**src/rtl/lfsr_pkg.sv**
```systemverilog
// Shared types and helpers for the LFSR random-number source.
// Tap masks follow the left-shift convention: bit i set feeds s[i] into the new s[0].
package lfsr_pkg;

    typedef enum logic {
        StFill,
        StValid
    } fill_state_e;

    // Maximal-length feedback masks for widths 3..32; other widths return 0.
    function automatic logic [31:0] default_taps(input int unsigned width);
        case (width)
            3:       return 32'h0000_0006;
            4:       return 32'h0000_000C;
            5:       return 32'h0000_0014;
            6:       return 32'h0000_0030;
            7:       return 32'h0000_0060;
            8:       return 32'h0000_00B8;
            9:       return 32'h0000_0110;
            10:      return 32'h0000_0240;
            11:      return 32'h0000_0500;
            12:      return 32'h0000_0829;
            13:      return 32'h0000_100D;
            14:      return 32'h0000_2015;
            15:      return 32'h0000_6000;
            16:      return 32'h0000_D008;
            17:      return 32'h0001_2000;
            18:      return 32'h0002_0400;
            19:      return 32'h0004_0023;
            20:      return 32'h0009_0000;
            21:      return 32'h0014_0000;
            22:      return 32'h0030_0000;
            23:      return 32'h0042_0000;
            24:      return 32'h00E1_0000;
            25:      return 32'h0120_0000;
            26:      return 32'h0200_0023;
            27:      return 32'h0400_0013;
            28:      return 32'h0900_0000;
            29:      return 32'h1400_0000;
            30:      return 32'h2000_0029;
            31:      return 32'h4800_0000;
            32:      return 32'h8020_0003;
            default: return 32'h0000_0000;
        endcase
    endfunction

    // Callers zero-extend s and truncate the result to their own width.
    function automatic logic [31:0] lfsr_next(input logic [31:0] s, input logic [31:0] taps);
        return {s[30:0], ^(s & taps)};
    endfunction

endpackage

```
**src/rtl/lfsr_core.sv**
```systemverilog
// Fibonacci LFSR state register with seed load and all-zero lock-up repair.
module lfsr_core
    import lfsr_pkg::*;
#(
    parameter int unsigned      WIDTH = 16,
    parameter logic [WIDTH-1:0] TAPS  = WIDTH'(default_taps(WIDTH)),
    parameter logic [WIDTH-1:0] SEED  = WIDTH'(1)
) (
    input  logic             clk,
    input  logic             reset,
    input  logic             enable,
    input  logic             seed_load,
    input  logic [WIDTH-1:0] seed_in,
    output logic [WIDTH-1:0] state,
    output logic [WIDTH-1:0] state_next,
    output logic             lockup
);

    localparam logic [WIDTH-1:0] SeedInit = (SEED == '0) ? WIDTH'(1) : SEED;

    logic [WIDTH-1:0] s_q;
    logic             lockup_q;
    logic             zero;

    assign zero       = (s_q == '0);
    assign state_next = WIDTH'(lfsr_next(32'(s_q), 32'(TAPS)));

    always_ff @(posedge clk or posedge reset) begin
        if (reset) begin
            s_q      <= SeedInit;
            lockup_q <= 1'b0;
        end else begin
            // A seed load overrides the repair, so no pulse is raised in that case.
            lockup_q <= !seed_load && zero;
            if (seed_load) begin
                s_q <= (seed_in == '0) ? WIDTH'(1) : seed_in;
            end else if (zero) begin
                s_q <= WIDTH'(1);
            end else if (enable) begin
                s_q <= state_next;
            end
        end
    end

    assign state  = s_q;
    assign lockup = lockup_q;

endmodule

```
**src/rtl/lfsr_rng.sv**
```systemverilog
// Range-limited random-number source: gathers OUT_W LFSR steps per candidate and
// rejects candidates >= RANGE, delivering accepted values over valid/ready.
module lfsr_rng
    import lfsr_pkg::*;
#(
    parameter int unsigned      WIDTH = 16,
    parameter logic [WIDTH-1:0] TAPS  = WIDTH'(32'h8805),
    parameter logic [WIDTH-1:0] SEED  = WIDTH'(1),
    parameter int unsigned      OUT_W = 3,
    parameter int unsigned      RANGE = 6
) (
    input  logic             clk,
    input  logic             reset,
    input  logic             enable,
    input  logic             seed_load,
    input  logic [WIDTH-1:0] seed_in,
    input  logic             out_ready,
    output logic             out_valid,
    output logic [OUT_W-1:0] out,
    output logic             lockup
);

    localparam int unsigned    CntW    = $clog2(OUT_W + 1);
    localparam logic [CntW-1:0] CntLast = CntW'(OUT_W - 1);

    logic [WIDTH-1:0] state;
    logic [WIDTH-1:0] state_next;
    logic [OUT_W-1:0] candidate;
    logic             accept;
    logic             last;
    logic             zero;
    logic [CntW-1:0]  cnt_base;

    fill_state_e      st_q;
    logic [CntW-1:0]  cnt_q;
    logic [OUT_W-1:0] out_q;
    logic             out_valid_q;

    lfsr_core #(
        .WIDTH (WIDTH),
        .TAPS  (TAPS),
        .SEED  (SEED)
    ) u_core (
        .clk        (clk),
        .reset      (reset),
        .enable     (enable),
        .seed_load  (seed_load),
        .seed_in    (seed_in),
        .state      (state),
        .state_next (state_next),
        .lockup     (lockup)
    );

    always_comb begin
        candidate = OUT_W'(state_next);
        accept    = 32'(candidate) < RANGE;
        zero      = (state == '0);
        // On a handshake edge the step taken counts as the first fill step.
        cnt_base  = (st_q == StValid) ? '0 : cnt_q;
        last      = (cnt_base == CntLast);
    end

    always_ff @(posedge clk or posedge reset) begin
        if (reset) begin
            st_q        <= StFill;
            cnt_q       <= '0;
            out_q       <= '0;
            out_valid_q <= 1'b0;
        end else if (seed_load || zero) begin
            st_q        <= StFill;
            cnt_q       <= '0;
            out_valid_q <= 1'b0;
        end else if (st_q == StFill || out_ready) begin
            st_q        <= StFill;
            out_valid_q <= 1'b0;
            cnt_q       <= cnt_base;
            if (enable) begin
                if (last) begin
                    cnt_q <= '0;
                    if (accept) begin
                        out_q       <= candidate;
                        out_valid_q <= 1'b1;
                        st_q        <= StValid;
                    end
                end else begin
                    cnt_q <= cnt_base + CntW'(1);
                end
            end
        end
    end

    assign out       = out_q;
    assign out_valid = out_valid_q;

endmodule

```
**config.mk**
```make
export PLATFORM = sky130hd
export DESIGN_NAME = lfsr_rng
export DESIGN_NICKNAME = d
export VERILOG_FILES = /design/src/rtl/lfsr_pkg.sv /design/src/rtl/lfsr_core.sv /design/src/rtl/lfsr_rng.sv
export SDC_FILE = /design/constraint.sdc
export NUM_CORES = 1
export LEC_CHECK = 0
export CORE_ASPECT_RATIO = 1.75
export CORE_MARGIN = 2
export CORE_UTILIZATION = 35
export DETAILED_ROUTE_END_ITERATION = 10
export GPL_ROUTABILITY_DRIVEN = 0
export GPL_TIMING_DRIVEN = 0
export SYNTH_ARGS = -nofsm -noshare
export SYNTH_HDL_FRONTEND = slang
export SYNTH_SLANG_ARGS = --single-unit
```
**constraint.sdc**
```tcl
create_clock -name clk -period 1.9 [get_ports clk]
set_clock_uncertainty 0.05 [all_clocks]
set_input_delay 0.38 -clock clk [delete_from_list [all_inputs] [get_ports clk]]
set_output_delay 0.38 -clock clk [all_outputs]
set_load 0.02 [all_outputs]
```
==> results by group, run 1 <==
Power and ir drop
  • Pwr Density: slightly below 800 mW/mm^2
  • Post-layout power: 0.001232 W
  • Leak: 0.6999 nW
  • Worst vdd ir: 0.4206 mV

Floorplan
  • Initial Util: between 30 and 40%
  • Core area: 0.003328 sq mm
  • Die area: 0.003935 sq mm
  • Die Height: about 81 microns
  • Die width: roughly 48 microns
  • Rows: 28
  • I/O pin cnt: 26

Global route
  • Number of global-route vias before repair: 1009
  • Pin count of the biggest net entering global routing: 24
  • Gr ovfl total: 0
  • Initial antenna violation count: 0
  • GR Util All Layers: between 10% and 20%
  • First-pass GRT wire length: 4450 microns

Logic synthesis
  • YS warnings: 0
  • Mean Syn Cell Area: 10.44 sq um
  • Synth Instances: 115
  • Post-Syn Area: 0.001201 sq mm
  • Synth unique cells: 28
  • Seq/Total Area, Yosys: 48.02%
  • Flop and latch count out of synthesis: 23
  • EDFF count, synth: 0
  • Fraction of registers with async set or reset after synthesis: between 90% and 100%
  • Post-synthesis net count: 136
  • Top_reg_cell synth: dfrtp_1

Route
  • Avg WL per Cell: around 14 microns
  • DR pass1 iterations: 4
  • Routed via count: 964
  • Final antenna-violating net count: 0
  • Via density: 5.021
  • 1st-iter DRT viols: 17
  • DRC errors left: 0
  • DRT Wirelength: 2715 microns

STA
  • PnR worst setup slack: -112.2 ps
  • Max Fclk: 497.0 MHz
  • Rel. slew slack: 40.84%
  • Fin crit period: 2012 ps
  • Least-Margin Pin Slew: 886.4 ps
  • Final TNS setup: -334.9 ps
  • Hold Slack: 463.0 ps
  • Slew Limit Fails: 0
  • Period utilization: 105.9%
  • Final setup viols: 3
  • Count of endpoints failing hold in the final timing report: 0
  • RSZ-0062 raised after global routing: true

Critical path
  • WS Path Type: reg2reg
  • Crit path launch type: register
  • Critical path origin: u_core.state[10]
  • R2R cell count: 4
  • CP arrival: 2110 ps
  • Crit-path max FO: 3
  • Nature of the critical path endpoint: register
  • R2R setup slack: -110 ps
  • Worst r2r src: u_core.state[10]
  • Critical path data required time: roughly 2000 ps
  • FF-to-FF End: out[0]

CTS
  • CTS tree: yes
  • Clock transition at path regs: 80 ps
  • Max clock buf depth: 2
  • H-tree depth: 1
  • CTS root buffer: clkbuf_8
  • Inserted Clock Buffers: 3
  • Worst-skew pair later-pin latency: 260 ps
  • Clock sinks: 23

Worst hold path
  • Hold-critical path depth: 1
  • Hold Path Sink: out[1]
  • Hold crit path type: reg2reg
  • Worst hold start: out[1]

Layout
  • Antenna fix cells: 0
  • Layout cells sized above 1: 12.24%
  • Nets: between 150 and 200
  • Layout area overhead: 31.88%

Status
  • Failing checks: setup timing
  • Outcome: finished with violations

Place
  • DPL Wire Length: 2110 microns
  • Pre-CTS WS: -364.8 ps
  • Port bufs: 25

Flow run
  • Max-cap violations: 0
==> flip-flops by register name, indices dropped and copies added, names as in the netlist <==
name / cells
u_core.lockup: 1
out_valid: 1
out: 3
u_core.state: 16
cnt_q: 2
==> layer usage <==
metal	wire length (microns)	GRT usage [%]
met1	1075	16.43
met2	1496	29.74
met3	75	2.637
met4	68	7.297
met5	0	0
==> synth_stat cells (2+ instances only) <==
library cell	n	area [sq um]
mux2i_1	16	160.2
mux2_4	3	45.04
xor2_1	2	17.52
inv_1	3	11.26
nor2_1	2	7.510
nor4_1	3	18.77
nand2b_1	3	18.77
a21oi_1	4	20.02
dfrtp_1	22	550.5
xnor2_1	2	17.52
or4_1	3	22.52
nand2_1	19	71.32
o21ai_0	15	75.07
clkbuf_1	4	15.01
==> worst max-delay path, stage by stage, from the launching register on <==
cell,delay (ps)
dfrtp_1,390
or4_4,570
o41ai_4,400
or2_4,210
mux2_4,290
==> how the worst max path moves through the flow <==
stage,end,slack (ps),cells past startpoint
after global placement,u_core.state[11],-320,5
after floorplan,out[0],-110,4
final,out[0],-110,4
after global routing,out[2],-170,4
after detailed placement,u_core.state[10],-360,5
after CTS,out[0],-110,4
==> cell families (layout without fill, tap and decap cells) <==
family                    count (synthesis)  in the layout  share of synthesized area (%)
and+or+nand+nor                          38             38                          16.98
buffers and inverters                     8             40                          2.603
DFF                                      23             23                          48.02
xor gates and xnor gates                  4              4                          2.917
AOI/OAI and AO/OA                        23             23                          12.40
muxes                                    19             19                          17.08
==> cells in the final DEF, fill, tap and decap left out, types with 2 or more instances in the layout <==
cell type,count
nor4_1,3
clkbuf_8,3
mux2i_1,16
clkbuf_1,4
dfrtp_1,22
nor2_1,2
buf_4,3
nand2_1,19
xnor2_1,2
xor2_1,2
inv_1,3
nand2b_1,3
clkdlybuf4s50_1,25
mux2_4,3
or4_4,3
o21ai_0,15
a21oi_1,4
==> power by group <==
part	switching [W]	internal, W	leakage, nW
registers	0.0000574	0.000555	0.287
clock network	0.000148	0.000150	0.0228
logic	0.000139	0.000182	0.390
==> timing repair <==
action	in CTS	in global routing
resized for setup	2	0
setup endpoints to repair	13	3
hold buffers	0	0
pin swaps	3	0
setup buffers	3	0
endpoints found under the hold margin	0	0
==> per-stage QoR <==
step	cells	cell area (sq um)	util, %
after detailed placement	185	1511	45.41
after global placement	185	1511	45.41
after global routing	192	1584	47.59
after floorplan	115	1205	-
final	192	1584	47.59
after CTS	192	1584	47.59
==> final cells by class <==
class	count	area (sq um)
Buffer	5	21.27
Clock buffer	4	45.04
Fill cell	318	1744
Inverter	3	11.26
Multi-Input combinational cell	84	600.6
Sequential cell	23	576.8
Tap cell	45	56.30
Timing Repair Buffer	28	272.8
(Power assumes the default switching activity.)
==> run 2, diff against run 1 <==
--- a/config.mk
+++ b/config.mk
@@ -10,7 +10,6 @@
 export CORE_UTILIZATION = 35
 export DETAILED_ROUTE_END_ITERATION = 10
 export GPL_ROUTABILITY_DRIVEN = 0
-export GPL_TIMING_DRIVEN = 0
 export SYNTH_ARGS = -nofsm -noshare
 export SYNTH_HDL_FRONTEND = slang
 export SYNTH_SLANG_ARGS = --single-unit
==> results by group, run 2 (synthesis gave the netlist of run 1 again) <==
Status
  • Outcome: finished with violations
  • Failing checks: setup timing

CTS
  • CTS tree: yes
  • Hold_buf cts: 0 (unchanged)
  • Clock sinks: 23 (unchanged)
  • Clock transition at path regs: 80 ps (about the same)
  • H-tree depth: 1 (unchanged)
  • Max clock buf depth: 2 (unchanged)
  • Post-CTS Setup Repair Bufs: 0 (-3)
  • Inserted Clock Buffers: 3 (unchanged)
  • CTS root buffer: clkbuf_8
  • Worst-skew pair later-pin latency: 260 ps (about the same)
  • CTS resizes: 0 (-2)

Route
  • Routed via count: 1005 (+4.3%)
  • Avg WL per Cell: 13.58 microns (-4.0%)
  • DRC errors left: 0 (unchanged)
  • DRT Wirelength: 2743 microns (+1.0%)
  • Final antenna-violating net count: 0 (unchanged)
  • DR pass1 iterations: 4 (unchanged)
  • 1st-iter DRT viols: 19 (+2)
  • Via density: 4.975 (-0.91%)

Global route
  • Pin count of the biggest net entering global routing: 32 (+33%)
  • Gr ovfl total: 0 (unchanged)
  • GR Util All Layers: 15.41% (-0.80 points)
  • Initial antenna violation count: 0 (unchanged)
  • First-pass GRT wire length: 4312 microns (-3.1%)
  • Number of global-route vias before repair: 1020 (+1.1%)

Flow run
  • Max-cap violations: 0 (unchanged)

Place
  • DPL Wire Length: 2153 microns (+2.0%)
  • Placed Area: 0.001627 sq mm (+7.6%)
  • Port bufs: 25 (unchanged)

Power and ir drop
  • Leak: 0.7602 nW (+8.6%)
  • Worst vdd ir: 0.3850 mV (-8.5%)
  • Pwr Density: 759.1 mW/mm^2 (-2.4%)
  • Post-layout power: 0.001269 W (+3.0%)

Critical path
  • Crit-path max FO: 3 (unchanged)
  • WP buf/inv: 0 (unchanged)
  • Worst-path cell chain: or4_4 -> o41ai_4 -> or2_4 -> mux2_4
  • WS Path Type: reg2reg
  • Critical path data required time: 2000 ps (about the same)
  • Crit-path leading delay family: simple AND/OR/NAND/NOR gates
  • CP arrival: 2070 ps (-40 ps)
  • CP peak stage delay: 540 ps (-30 ps)
  • Nature of the critical path endpoint: register
  • Crit path launch type: register
  • Crit-path slowest cell: or4_4

Floorplan
  • Die Height: 81.50 microns (unchanged)
  • Initial Util: 36.09% (unchanged)
  • Core area: 0.003328 sq mm (unchanged)
  • I/O pin cnt: 26 (unchanged)
  • Rows: 28 (unchanged)
  • Die area: 0.003935 sq mm (unchanged)
  • Die width: 48.29 microns (unchanged)

Layout
  • Most frequent cells in the layout: clkdlybuf4s50_1 (25), dfrtp_1 (22), nand2_1 (19)
  • Layout cells sized above 1: 19.11% (+6.9 points)
  • Core Util, Final: 50.23% (+2.6 points)
  • Antenna fix cells: 0 (unchanged)
  • Max reg flops: 16 (unchanged)
  • Layout area overhead: 39.17%
  • Fillers: 313 (-1.6%)
  • Leading cell type in the layout, fill and taps excluded: clkdlybuf4s50_1
  • Nets: 179 (+5.9%)
  • Final instance area: 0.001672 sq mm (+5.5%)

STA
  • Final setup viols: 3 (unchanged)
  • PnR worst setup slack: -74.85 ps (+37.33 ps)
  • RSZ-0062 raised after global routing: true
  • Least-Margin Pin Slew: 331.4 ps (-555.0 ps)
  • Period utilization: 103.9% (-2.0 points)
  • Rel. slew slack: 77.34% (+36 points)
  • Fin crit period: 1975 ps (-37.33 ps)
  • Max Fclk: 506.4 MHz (+1.9%)
  • Slew Limit Fails: 0 (unchanged)
  • Count of endpoints failing hold in the final timing report: 0 (unchanged)

Worst hold path
  • Hold crit path type: in2async
run 2: per-stage QoR:
stage               hold WS (ps)  setup WS [ps]  std cells  TNS, ps
CTS                        408.4         -91.81        202   -269.3
detailed placement         449.3         -81.67        198   -238.9
floorplan                  331.2         -107.0        115   -320.9
global placement           448.2         -47.79        198   -142.7
global route               462.6         -128.9        202   -380.8
finish                     404.3         -74.85        202   -222.0
run 2: repair_timing:
| item | CTS | global route |
|---|---|---|
| endpoints found under the setup margin | 3 | 3 |
| pin swaps | 2 | 0 |
| gates cloned | 0 | 0 |
run 2: where the power goes:
group | total [W] | internal (W) | switching (W)
Sequential | 0.000592 | 0.000555 | 0.0000374
Clock | 0.000296 | 0.000149 | 0.000147
Combinational | 0.000381 | 0.000217 | 0.000163
Total | 0.00127 | 0.000921 | 0.000348
run 2: worst paths after layout:
path,startpoint,end,slack (ps),depth (start not counted)
max reg2reg,u_core.state[9],out[2],-70,4
max,u_core.state[9],out[2],-70,4
min reg2reg,out[2],out[2],460,1
min,reset,out[0],400,3
min in group clk,out[2],out[2],460,1
max in group asynchronous,reset,u_core.state[0],1110,3
run 2: layer usage:
metal / share of wire (%) / vias up / global-route usage [%] / routed length [microns]
li1: - / 498 / - / -
met1: 39 / 478 / 15.47 / 1082
met2: 55 / 23 / 27.11 / 1495
met3: 3.2 / 6 / 2.637 / 87
met4: 2.8 / 0 / 9.459 / 77
met5: 0 / - / 0 / 0
run 2: final cells by class:
type | instances | area, sq um | area share (%)
clock buffers | 4 | 45.04 | 2.695
inverters | 3 | 11.26 | 0.6737
flip-flops and latches | 23 | 576.8 | 34.51
well taps | 45 | 56.30 | 3.368
multi-input cells | 84 | 596.8 | 35.70
repair buffers | 43 | 385.4 | 23.05
run 2: worst min-delay path, cell delays in order:
cell             delay, ps
clkdlybuf4s50_1        390
inv_1                   50
buf_4                  290
==> run 3, diff against run 2 <==
==> constraint.sdc (replaced) <==
create_clock -name clk -period 1.9 [get_ports clk]
set_clock_uncertainty 0.05 [all_clocks]
set_input_delay 0.57 -clock clk [delete_from_list [all_inputs] [get_ports clk]]
set_output_delay 0.57 -clock clk [all_outputs]
set_load 0.02 [all_outputs]
==> results by group, run 3 (synthesis gave the netlist of run 1 again) <==
Status
  • Outcome: finished with violations
  • Failing checks: setup timing

CTS
  • CTS root buffer: clkbuf_8
  • CTS tree: yes
  • Clock transition at path regs: 80 ps (about the same)
  • Worst-skew pair later-pin latency: 260 ps (about the same)
  • Hold_buf cts: 0 (unchanged)
  • Max clock buf depth: 2 (unchanged)
  • Inserted Clock Buffers: 3 (unchanged)
  • Clock sinks: 23 (unchanged)
  • H-tree depth: 1 (unchanged)

Global route
  • Gr ovfl total: 0 (unchanged)
  • GR Util All Layers: 15.91% (+0.50 points)
  • Initial antenna violation count: 0 (unchanged)
  • First-pass GRT wire length: 4409 microns (+2.2%)
  • Number of global-route vias before repair: 1025 (+0.49%)
  • Pin count of the biggest net entering global routing: 32 (unchanged)

Worst hold path
  • Hold-critical path depth: 1
  • Hold crit path type: reg2reg

Critical path
  • WP buf/inv: 0 (unchanged)
  • CP arrival: 2090 ps (+20 ps)
  • Worst-path cell chain: or4_4 -> o41ai_4 -> or2_4 -> mux2_4
  • Crit-path slowest cell: or4_4
  • R2R cell count: 4 (unchanged)
  • Nature of the critical path endpoint: register
  • WS Path Type: reg2reg
  • Path length in cells of the critical path: 4 (unchanged)
  • Crit-path leading delay family: simple AND/OR/NAND/NOR gates
  • Critical path data required time: 2000 ps (about the same)
  • Crit-path max FO: 3 (unchanged)
  • CP peak stage delay: 560 ps (+20 ps)
  • Crit path launch type: register

Route
  • DRT Wirelength: 2674 microns (-2.5%)
  • Via density: 4.883 (-1.9%)
  • Final antenna-violating net count: 0 (unchanged)
  • 1st-iter DRT viols: 6 (-13)
  • Routed via count: 1001 (-0.40%)
  • DRC errors left: 0 (unchanged)
  • DR pass1 iterations: 3 (-1)
  • Avg WL per Cell: 13.04 microns (-3.9%)

Power and ir drop
  • Leak: 0.7854 nW (+3.3%)
  • Clock power share: 23.6% (+0.2 points)
  • Pwr Density: 753.4 mW/mm^2 (-0.74%)
  • Switching part of the total: 27.85% (+0.44 points)
  • Comb pwr share: 30.2% (+0.2 points)
  • P_int: 0.0009250 W (+0.42%)
  • Sw Pwr: 0.0003571 W (+2.7%)
  • Worst vdd ir: 0.4115 mV (+6.9%)
  • Reg power frac: 46.2% (-0.5 points)

Floorplan
  • Core area: 0.003328 sq mm (unchanged)
  • Die area: 0.003935 sq mm (unchanged)
  • Die Height: 81.50 microns (unchanged)
  • I/O pin cnt: 26 (unchanged)
  • Rows: 28 (unchanged)
  • Die width: 48.29 microns (unchanged)
  • Initial Util: 36.09% (unchanged)

STA
  • Fin crit period: 1994 ps (+19.64 ps)
  • Rel. slew slack: 74.93% (-2.4 points)
  • RSZ-0062 raised after global routing: true
  • Final setup viols: 3 (unchanged)
  • Count of endpoints failing hold in the final timing report: 0 (unchanged)
  • Slew Limit Fails: 0 (unchanged)
  • PnR worst setup slack: -94.49 ps (-19.64 ps)
  • Final TNS setup: -275.8 ps (-53.76 ps)
  • Hold Slack: 463.3 ps (+59.02 ps)
  • Period utilization: 105.0% (+1.0 points)
  • Least-Margin Pin Slew: 372.6 ps (+41.28 ps)
  • Max Fclk: 501.4 MHz (-0.98%)

Layout
  • Nets: 182 (+1.7%)
  • Leading cell type in the layout, fill and taps excluded: clkdlybuf4s50_1
  • Max reg flops: 16 (unchanged)
  • Most frequent cells in the layout: clkdlybuf4s50_1 (24), dfrtp_1 (22), buf_4 (20)
  • Layout area overhead: 41.67%
  • Layout cells sized above 1: 21.88% (+2.8 points)
  • Post-Layout Cell Count: 205 (+1.5%)
  • Antenna fix cells: 0 (unchanged)

Place
  • Port bufs: 25 (unchanged)
  • Placed Cells: 200 (+1.0%)
  • DPL Wire Length: 2149 microns (-0.19%)
  • Pre-CTS WS: -214.4 ps (-132.7 ps)

Flow run
  • Max-cap violations: 0 (unchanged)
[run 3: cell types whose count changed in the layout (fill, tap and decap cells not counted), sizes merged]
cell           before  now
clkinv              0    1
dlygate4sd2         0    1
clkbuf              4    3
clkdlybuf4s50      25   24
buf                18   21
[run 3: layer usage]
metal	global-route usage (%)	share of wire (%)
met1	15.74	39
met2	30.13	57
met3	2.857	3.1
met4	5.676	0.93
met5	0	0
[run 3: worst paths after layout]
| check | start | end | slack [ps] |
|---|---|---|---|
| worst max-delay path | u_core.state[14] | out[1] | -90 |
| worst min-delay path | out[2] | out[2] | 460 |
| worst max register to register | u_core.state[14] | out[1] | -90 |
| worst min register to register | out[2] | out[2] | 460 |
| max in group asynchronous | reset | u_core.state[0] | 930 |
| min in group asynchronous | reset | cnt_q[0] | 590 |
[run 3: final cells by class]
class	instances	area, sq um
Sequential cell	23	576.8
Timing Repair Buffer	46	410.4
Multi-Input combinational cell	84	600.6
Tap cell	45	56.30
Fill cell	318	1627
Clock buffer	3	41.29
Inverter	3	11.26
Clock inverter	1	5.005
[run 3: per-stage QoR]
stage	utilization, %	total power [W]	area, sq um
after global routing	51.13	0.001357	1702
after CTS	51.02	0.001302	1698
final	51.13	0.001282	1702
after global placement	49.32	0.0009804	1642
after detailed placement	49.32	0.0009918	1642
after floorplan	-	0.0007975	1205
[run 3: repair_timing]
item	in CTS	in global routing
gates resized for setup	2	1
endpoints found under the setup margin	4	4
cloned	0	0
setup buffers	1	0
pin swaps	4	1
[run 3: power by group through the flow]
stage / logic (W) / registers (W) / clock network [W]
2_1_floorplan: 0.000164 / 0.000633 / 0
3_3_place_gp: 0.000381 / 0.000599 / 0
3_5_place_dp: 0.000390 / 0.000602 / 0
4_1_cts: 0.000393 / 0.000593 / 0.000316
5_1_grt: 0.000427 / 0.000600 / 0.000330
6_report: 0.000387 / 0.000592 / 0.000303
